===== src/rtl/l2_cacheline_adapter.sv =====
// Converts single-transfer 256-bit L2 line requests into 64-bit memory bursts and assembles read beats into a line.
// Optional macro L2_ADAPTER_ALIGN_EN forces the latched burst address to a 32-byte line boundary.
module l2_cacheline_adapter #(
  parameter int BEATS = 4
) (
  input  logic         clk,
  input  logic         rst,
  input  logic         pmem_read,
  input  logic         pmem_write,
  input  logic [31:0]  pmem_address,
  input  logic [255:0] pmem_wdata,
  output logic         pmem_resp,
  output logic [255:0] pmem_rdata,
  output logic         mem_read,
  output logic         mem_write,
  output logic [31:0]  mem_address,
  output logic [63:0]  mem_wdata,
  input  logic [63:0]  mem_rdata,
  input  logic         mem_resp
);

  localparam logic [1:0] LAST_BEAT = 2'(BEATS - 1);

  typedef enum logic [1:0] {
    IDLE = 2'd0,
    RD   = 2'd1,
    WR   = 2'd2,
    DONE = 2'd3
  } state_t;

  state_t       r_state;
  state_t       w_state_nxt;
  logic [1:0]   r_cnt;
  logic [31:0]  r_addr_q;
  logic [255:0] r_rbuf;
  logic [255:0] r_wbuf;

  logic         w_in_burst;
  logic         w_beat_ok;
  logic         w_last_beat;
  logic [31:0]  w_addr_latch;
  logic [7:0]   w_beat_base;

`ifdef L2_ADAPTER_ALIGN_EN
  assign w_addr_latch = pmem_address & 32'hFFFF_FFE0;
`else
  assign w_addr_latch = pmem_address;
`endif

  assign w_in_burst  = (r_state == RD) || (r_state == WR);
  assign w_beat_ok   = w_in_burst && mem_resp;
  assign w_last_beat = w_beat_ok && (r_cnt == LAST_BEAT);
  assign w_beat_base = {r_cnt, 6'b0};

  // NOTE: every signal gets a default before the case so no latch is inferred.
  always_comb begin
    w_state_nxt = r_state;
    unique case (r_state)
      IDLE: begin
        if (pmem_write)     w_state_nxt = WR;
        else if (pmem_read) w_state_nxt = RD;
      end
      RD, WR: begin
        if (w_last_beat) w_state_nxt = DONE;
      end
      DONE:    w_state_nxt = IDLE;
      default: w_state_nxt = IDLE;
    endcase
  end

  // NOTE: state uses non-blocking assignments so all registers update together on the edge.
  always_ff @(posedge clk or posedge rst) begin
    if (rst) r_state <= IDLE;
    else     r_state <= w_state_nxt;
  end

  always_ff @(posedge clk or posedge rst) begin
    if (rst) begin
      r_cnt <= 2'd0;
    end else if (r_state == IDLE) begin
      r_cnt <= 2'd0;
    end else if (w_beat_ok) begin
      r_cnt <= r_cnt + 2'd1;
    end
  end

  // Request fields are captured only in IDLE; later changes on pmem_* are ignored.
  always_ff @(posedge clk or posedge rst) begin
    if (rst) begin
      r_addr_q <= 32'd0;
      r_wbuf   <= '0;
    end else if (r_state == IDLE) begin
      if (pmem_write) begin
        r_addr_q <= w_addr_latch;
        r_wbuf   <= pmem_wdata;
      end else if (pmem_read) begin
        r_addr_q <= w_addr_latch;
      end
    end
  end

  // NOTE: the line buffers are reset because pmem_rdata must read as zero after reset.
  always_ff @(posedge clk or posedge rst) begin
    if (rst) begin
      r_rbuf <= '0;
    end else if ((r_state == RD) && mem_resp) begin
      r_rbuf[w_beat_base +: 64] <= mem_rdata;
    end
  end

  // Outputs decode the state register directly, so reset drops the burst strobes asynchronously.
  always_comb begin
    pmem_resp   = 1'b0;
    mem_read    = 1'b0;
    mem_write   = 1'b0;
    mem_address = 32'd0;
    mem_wdata   = 64'd0;
    unique case (r_state)
      RD: begin
        mem_read    = 1'b1;
        mem_address = r_addr_q;
      end
      WR: begin
        mem_write   = 1'b1;
        mem_address = r_addr_q;
        mem_wdata   = r_wbuf[w_beat_base +: 64];
      end
      DONE:    pmem_resp = 1'b1;
      default: ;
    endcase
  end

  assign pmem_rdata = r_rbuf;

endmodule

===== config.mk =====
export PLATFORM = sky130hd
export DESIGN_NAME = l2_cacheline_adapter
export DESIGN_NICKNAME = d
export VERILOG_FILES = /design/src/rtl/l2_cacheline_adapter.sv
export SDC_FILE = /design/constraint.sdc
export NUM_CORES = 1
export LEC_CHECK = 0
export ABC_AREA = 1
export BUFFER_PORTS_ARGS = -buffer_cell sky130_fd_sc_hd__buf_2
export CORE_UTILIZATION = 32
export CTS_BUF_LIST = sky130_fd_sc_hd__clkbuf_8
export DETAILED_ROUTE_END_ITERATION = 10
export GPL_ROUTABILITY_DRIVEN = 0
export REMOVE_ABC_BUFFERS = 1
export SYNTH_ARGS = -nofsm -noshare
export SYNTH_HDL_FRONTEND = slang
export SYNTH_SLANG_ARGS = --single-unit
export TNS_END_PERCENT = 50

===== constraint.sdc =====
create_clock -name clk -period 57.7 [get_ports clk]
set_input_delay 17.31 -clock clk [delete_from_list [all_inputs] [get_ports clk]]
set_output_delay 17.31 -clock clk [all_outputs]
set_load 0.005 [all_outputs]

Yosys cells after proc, flatten, opt, wreduce, memory -nomap -nowiden:

Index checks and enable logic that the tools add are counted.

* register bits after elaboration: 548
* bits of input ports: 357
* output and inout bits: 355

* equal/unequal tests: 6
* add/subtract/negate cells: 2
* multiplexer cells: 14
* reduce and logical (&&, ||, !) cells: 11
* shift-type cells: 3

Operator list (count)
* $bwmux W256: 1
* $shift A64 B10 Y256 const A: 1
* $shiftx A256 B9 Y64: 1
* $shiftx A64 B10 Y256: 1
* $mux W32: 3
* $mux W64: 1
* $mux W2: 5
* $neg A8 Y10: 1
* $eq A2 B2 Y1 const B: 3
* $pmux W2 S3: 1
* $reduce_and A2 Y1: 3
* $reduce_bool A2 Y1: 2
* $logic_and A1 B1 Y1: 3
* $mux W1: 3
* $ne A3 B3 Y1 const B: 1
* $add A2 B1 Y2 const B: 1
* $eq A2 B1 Y1 const B: 1
* $logic_not A2 Y1: 1
* $ne A2 B1 Y1 const B: 1
* $reduce_or A2 Y1: 1
* $logic_or A1 B1 Y1: 1

Logic depth before layout (Yosys ltp):

* depth after elaboration: 6
* gate-level depth with buffers: 10
* mapped depth without buffers: 8

Worst setup path after synthesis:

No wires, ideal clock.

* kind: register to output
* from: register r_state[0]
* to: output port mem_address[10]
* data required time: 40.390 ns
* path buffers: 2
* setup slack: 39.070 ns
* arrival time: 1.320 ns
* stages on the path, launching flop included: 7
* path through: dfrtp_1 inv_1 ha_1 clkbuf_1 clkbuf_1 nand2_1 inv_1

* longest elaborated chain between the ends: 3

Ends and longest elaborated chain
* start, declared: line 31 `state_t r_state;`
* start signal, assigned: line 74 `else r_state <= w_state_nxt;`
* $eq A2 B1 Y1 or $eq A2 B2 Y1 (tied branches): line 118 `unique case (r_state)`
* $reduce_or A2 Y1 (no line) *
* $mux W32 *: line 118
* end, declared: line 16 `output logic [31:0] mem_address,`

Every way passes the cells marked *; elsewhere a longest branch is shown, timed or not.

Worst setup path after layout:

* from: register r_cnt[0]
* to: output port mem_wdata[33]

* longest elaborated chain between the ends: 2

Ends and longest elaborated chain
* start, declared: line 33 `logic [1:0] r_cnt;`
* start signal, assigned: line 83 `r_cnt <= r_cnt + 2'd1;`
* $shiftx A256 B9 Y64: line 126 `mem_wdata = r_wbuf[w_beat_base +: 64];`
* $mux W64: line 118
* end, declared: line 17 `output logic [63:0] mem_wdata,`

No other way between the ends.

==> Implementation_results.wiki <==
{| class="wikitable"
! Metric !! Value
|-
| Wire length of the first global-routing pass || 127 mm
|-
| Via count of the routed design || 22.7k
|-
| Relative slew margins || 23.6%
|-
| Data arrival time of the critical path || 3.36 ns
|-
| Clock power share || 25.5%
|-
| Count of unresolved DRC violations after routing || 0
|-
| Clock tree buffer depth || 3
|-
| Cell accounting for the most synthesized area || sky130_fd_sc_hd__dfrtp_1
|-
| Post-detailed-route via-to-cell ratio || 4.63
|-
| Number of DRC markers after the initial detailed-route iteration || 1584
|-
| Number of buffers added on ports || 711
|-
| Starting density of the core || 32.4%
|-
| Area of the multi-input gates || 8670 µm²
|-
| Total overflow reported by the global router || 0
|-
| Final max-slew violation count || 0
|-
| Portion of the clock cycle consumed by the worst path in the final layout || 35.8%
|-
| Final setup viols || 0
|-
| Clock sink count || 548
|-
| Mapped cell area || 24700 µm²
|-
| Most common library cell in the layout ignoring fill and taps || sky130_fd_sc_hd__nand2_1
|-
| Count of yosys warnings during synthesis || 0
|-
| Run status || completed
|-
| Final total power || 1.43 mW
|-
| Detailed-route wire length per cell || 17.2 µm
|-
| Clock latency reported for the late side of the worst-skew pair || 0.71 ns
|-
| Initial DRT Pass Iterations || 5
|-
| Final HPWL DP || 55.2 mm
|-
| Site row count || 101
|-
| Setup WS pre-CTS || 37.05 ns
|-
| Ratio of cells with drive above 1 in the final layout || 23.5%
|-
| Internal power || 0.869 mW
|-
| Proportion of total power due to net switching || 39.1%
|-
| Commonest cells after routing, fill and taps aside || sky130_fd_sc_hd__nand2_1, sky130_fd_sc_hd__buf_2, sky130_fd_sc_hd__dfrtp_1
|-
| Syn Area/Cell || 7.85 µm²
|-
| Part of the total power dissipated in combinational logic || 35.9%
|-
| Peak Freq || 0.0484 GHz
|-
| CTS Hold Buffers Added || 0
|-
| Overall track demand over capacity in global routing || 20.9%
|-
| Area of the die || 78300 µm²
|-
| Non-filler cells in the finished layout || 4901
|-
| Worst-path maximum fanout || 72
|-
| Crit start category || flop
|-
| Number of buffers inserted during clock tree synthesis || 96
|-
| Path category of the worst min-delay check || flop to flop
|-
| Sequential fraction of design power || 38.6%
|-
| Number of nets in the layout || 4148
|-
| Worst Tran Pin Value || 1.15 ns
|-
| Antenna violations before repair || 32
|-
| Placed cell count || 4714
|-
| Area inside the core boundary || 76200 µm²
|-
| Shortest clock period the worst path allows after layout || 20.67 ns
|-
| Max VDD drop || 0.0299 mV
|-
| Async set-or-reset flop fraction in the synthesized netlist || 100%
|-
| Number of max-cap violations || 0
|-
| Hold slack || 0.468 ns
|-
| Die Span X || 280 µm
|-
| Root Buffer Master || sky130_fd_sc_hd__clkbuf_8
|-
| Max Clock Skew || 0.0535 ns
|-
| Residual antenna-violating net count after detailed routing || 0
|-
| Main flop type after synthesis || sky130_fd_sc_hd__dfrtp_1
|-
| Clock tree from TritonCTS || done
|-
| Filler Cells Inserted || 8064
|-
| Vertical die dimension || 280 µm
|-
| Synth top area share || 55.5%
|-
| Leading post-synthesis cells by cell area || sky130_fd_sc_hd__dfrtp_1, sky130_fd_sc_hd__nand2_1, sky130_fd_sc_hd__a21oi_1
|-
| RSZ-0062 raised after global routing || false
|-
| Clock-pin slew of the registers on the worst-case setup and hold paths || 0.06 ns
|-
| Number of top-level pins || 712
|-
| Number of global-route vias before repair || 21.7k
|-
| FF+latch count, synth || 548
|-
| Type of the setup path with the least slack || flop to primary output
|-
| Area delta synth->final || 25.0%
|-
| Fin Setup TNS || 0 ns
|-
| Sequential Area || 13700 µm²
|-
| Sequential cell area fraction in the yosys report || 55.5%
|-
| Switching power of the nets || 0.558 mW
|-
| Unique masters post-synth || 19
|-
| Postcts setup bufs || 0
|-
| Number of instances resized during post-cts repair || 0
|-
| Pin count of the biggest net entering global routing || 114
|-
| Hold Fails Final Rpt || 0
|-
| Final WS setup || 37.03 ns
|-
| Detailed-route wire length || 84.1 mm
|-
| Leakage power summed over all cells || 18.2 nW
|-
| Count of flip-flops with a built-in enable after synthesis || 0
|-
| Clock H-tree levels || 3
|-
| Req. time, crit path || 40.39 ns
|-
| Number of cells produced by synthesis || 3145
|-
| Endpoint kind of the worst setup timing path || primary output
|-
| Power per standard cell area || 46.3 nW/µm²
|}
-- power groups by stage --
stage / registers, mW / logic, mW / clock network [mW]
global placement: 0.554 / 0.510 / 0
finish: 0.551 / 0.512 / 0.364
floorplan: 0.561 / 0.328 / 0
global route: 0.564 / 0.581 / 0.393
CTS: 0.551 / 0.519 / 0.376
detailed placement: 0.557 / 0.517 / 0
-- path summary, 6_finish.rpt --
kind	startpoint	depth (start not counted)	slack, ns	to
max in group asynchronous	rst	5	37.94	r_wbuf[101]$_DFFE_PP0P_
min in group asynchronous	rst	2	16.78	pmem_rdata[51]$_DFFE_PP0P_
worst min-delay path	r_addr_q[8]$_DFFE_PP0P_	2	0.47	r_addr_q[8]$_DFFE_PP0P_
worst min register to register	r_addr_q[8]$_DFFE_PP0P_	2	0.47	r_addr_q[8]$_DFFE_PP0P_
worst max-delay path	r_cnt[0]$_DFFE_PP0P_	6	37.03	mem_wdata[33]
worst max register to register	r_cnt[0]$_DFFE_PP0P_	7	53.43	pmem_rdata[233]$_DFFE_PP0P_
-- kinds of logic (layout without fill, tap and decap cells) --
group	after synthesis	in the layout	synth area share, %
other cells	0	20	0
compound gates	324	324	6.58
flops	548	548	55.5
fa+ha+maj	9	9	0.456
buf+inv	570	1276	9.58
simple gates	1694	1694	27.8
-- cell usage after synthesis, types with 2 or more instances --
master / number
sky130_fd_sc_hd__inv_1: 363
sky130_fd_sc_hd__clkbuf_1: 49
sky130_fd_sc_hd__o21ai_0: 2
sky130_fd_sc_hd__ha_1: 9
sky130_fd_sc_hd__nand2_1: 1011
sky130_fd_sc_hd__nor3_1: 54
sky130_fd_sc_hd__buf_4: 20
sky130_fd_sc_hd__nor3_2: 10
sky130_fd_sc_hd__nor2_4: 2
sky130_fd_sc_hd__dfrtp_1: 548
sky130_fd_sc_hd__buf_1: 13
sky130_fd_sc_hd__nand3_1: 291
sky130_fd_sc_hd__nor2_1: 323
sky130_fd_sc_hd__inv_2: 4
sky130_fd_sc_hd__buf_2: 121
sky130_fd_sc_hd__nor2_2: 2
sky130_fd_sc_hd__a21oi_1: 321
-- layout make-up --
type | instances | share of cell area, %
Antenna cell | 20 | 0.162
Clock buffer | 121 | 5.40
Tap cell | 1030 | 4.18
Clock inverter | 46 | 0.920
Inverter | 367 | 4.51
Multi-Input combinational cell | 2027 | 28.1
Timing Repair Buffer | 742 | 12.3
Sequential cell | 548 | 44.5
-- state kept, by name, indices dropped and copies added, names as in the netlist --
register / flops
pmem_rdata: 256
r_wbuf: 256
r_addr_q: 32
r_cnt: 2
r_state: 2
-- worst max-delay path: stages, from the launching register on --
cell and delay, ns:
sky130_fd_sc_hd__dfrtp_4 0.71, sky130_fd_sc_hd__inv_8 0.47, sky130_fd_sc_hd__buf_4 0.77, sky130_fd_sc_hd__nand2_1 0.15, sky130_fd_sc_hd__nand3_1 0.10, sky130_fd_sc_hd__a21oi_1 0.09
sky130_fd_sc_hd__buf_2 0.20
-- per-layer routing --
layer	part of all wire [%]	up-vias	global-route usage, %
met2	46	795	33.0
li1	-	11000	-
met3	8.5	179	6.36
met4	3.4	30	8.32
met1	42	10700	26.7
met5	0.23	-	0
-- metrics by stage --
| stage | cell area [µm²] | util [%] |
|---|---|---|
| after global placement | 28900 | 37.9 |
| after floorplan | 23700 | - |
| after detailed placement | 28900 | 37.9 |
| after CTS | 30800 | 40.4 |
| after global routing | 30800 | 40.5 |
| final | 30900 | 40.5 |
(Power assumes the default switching activity.)
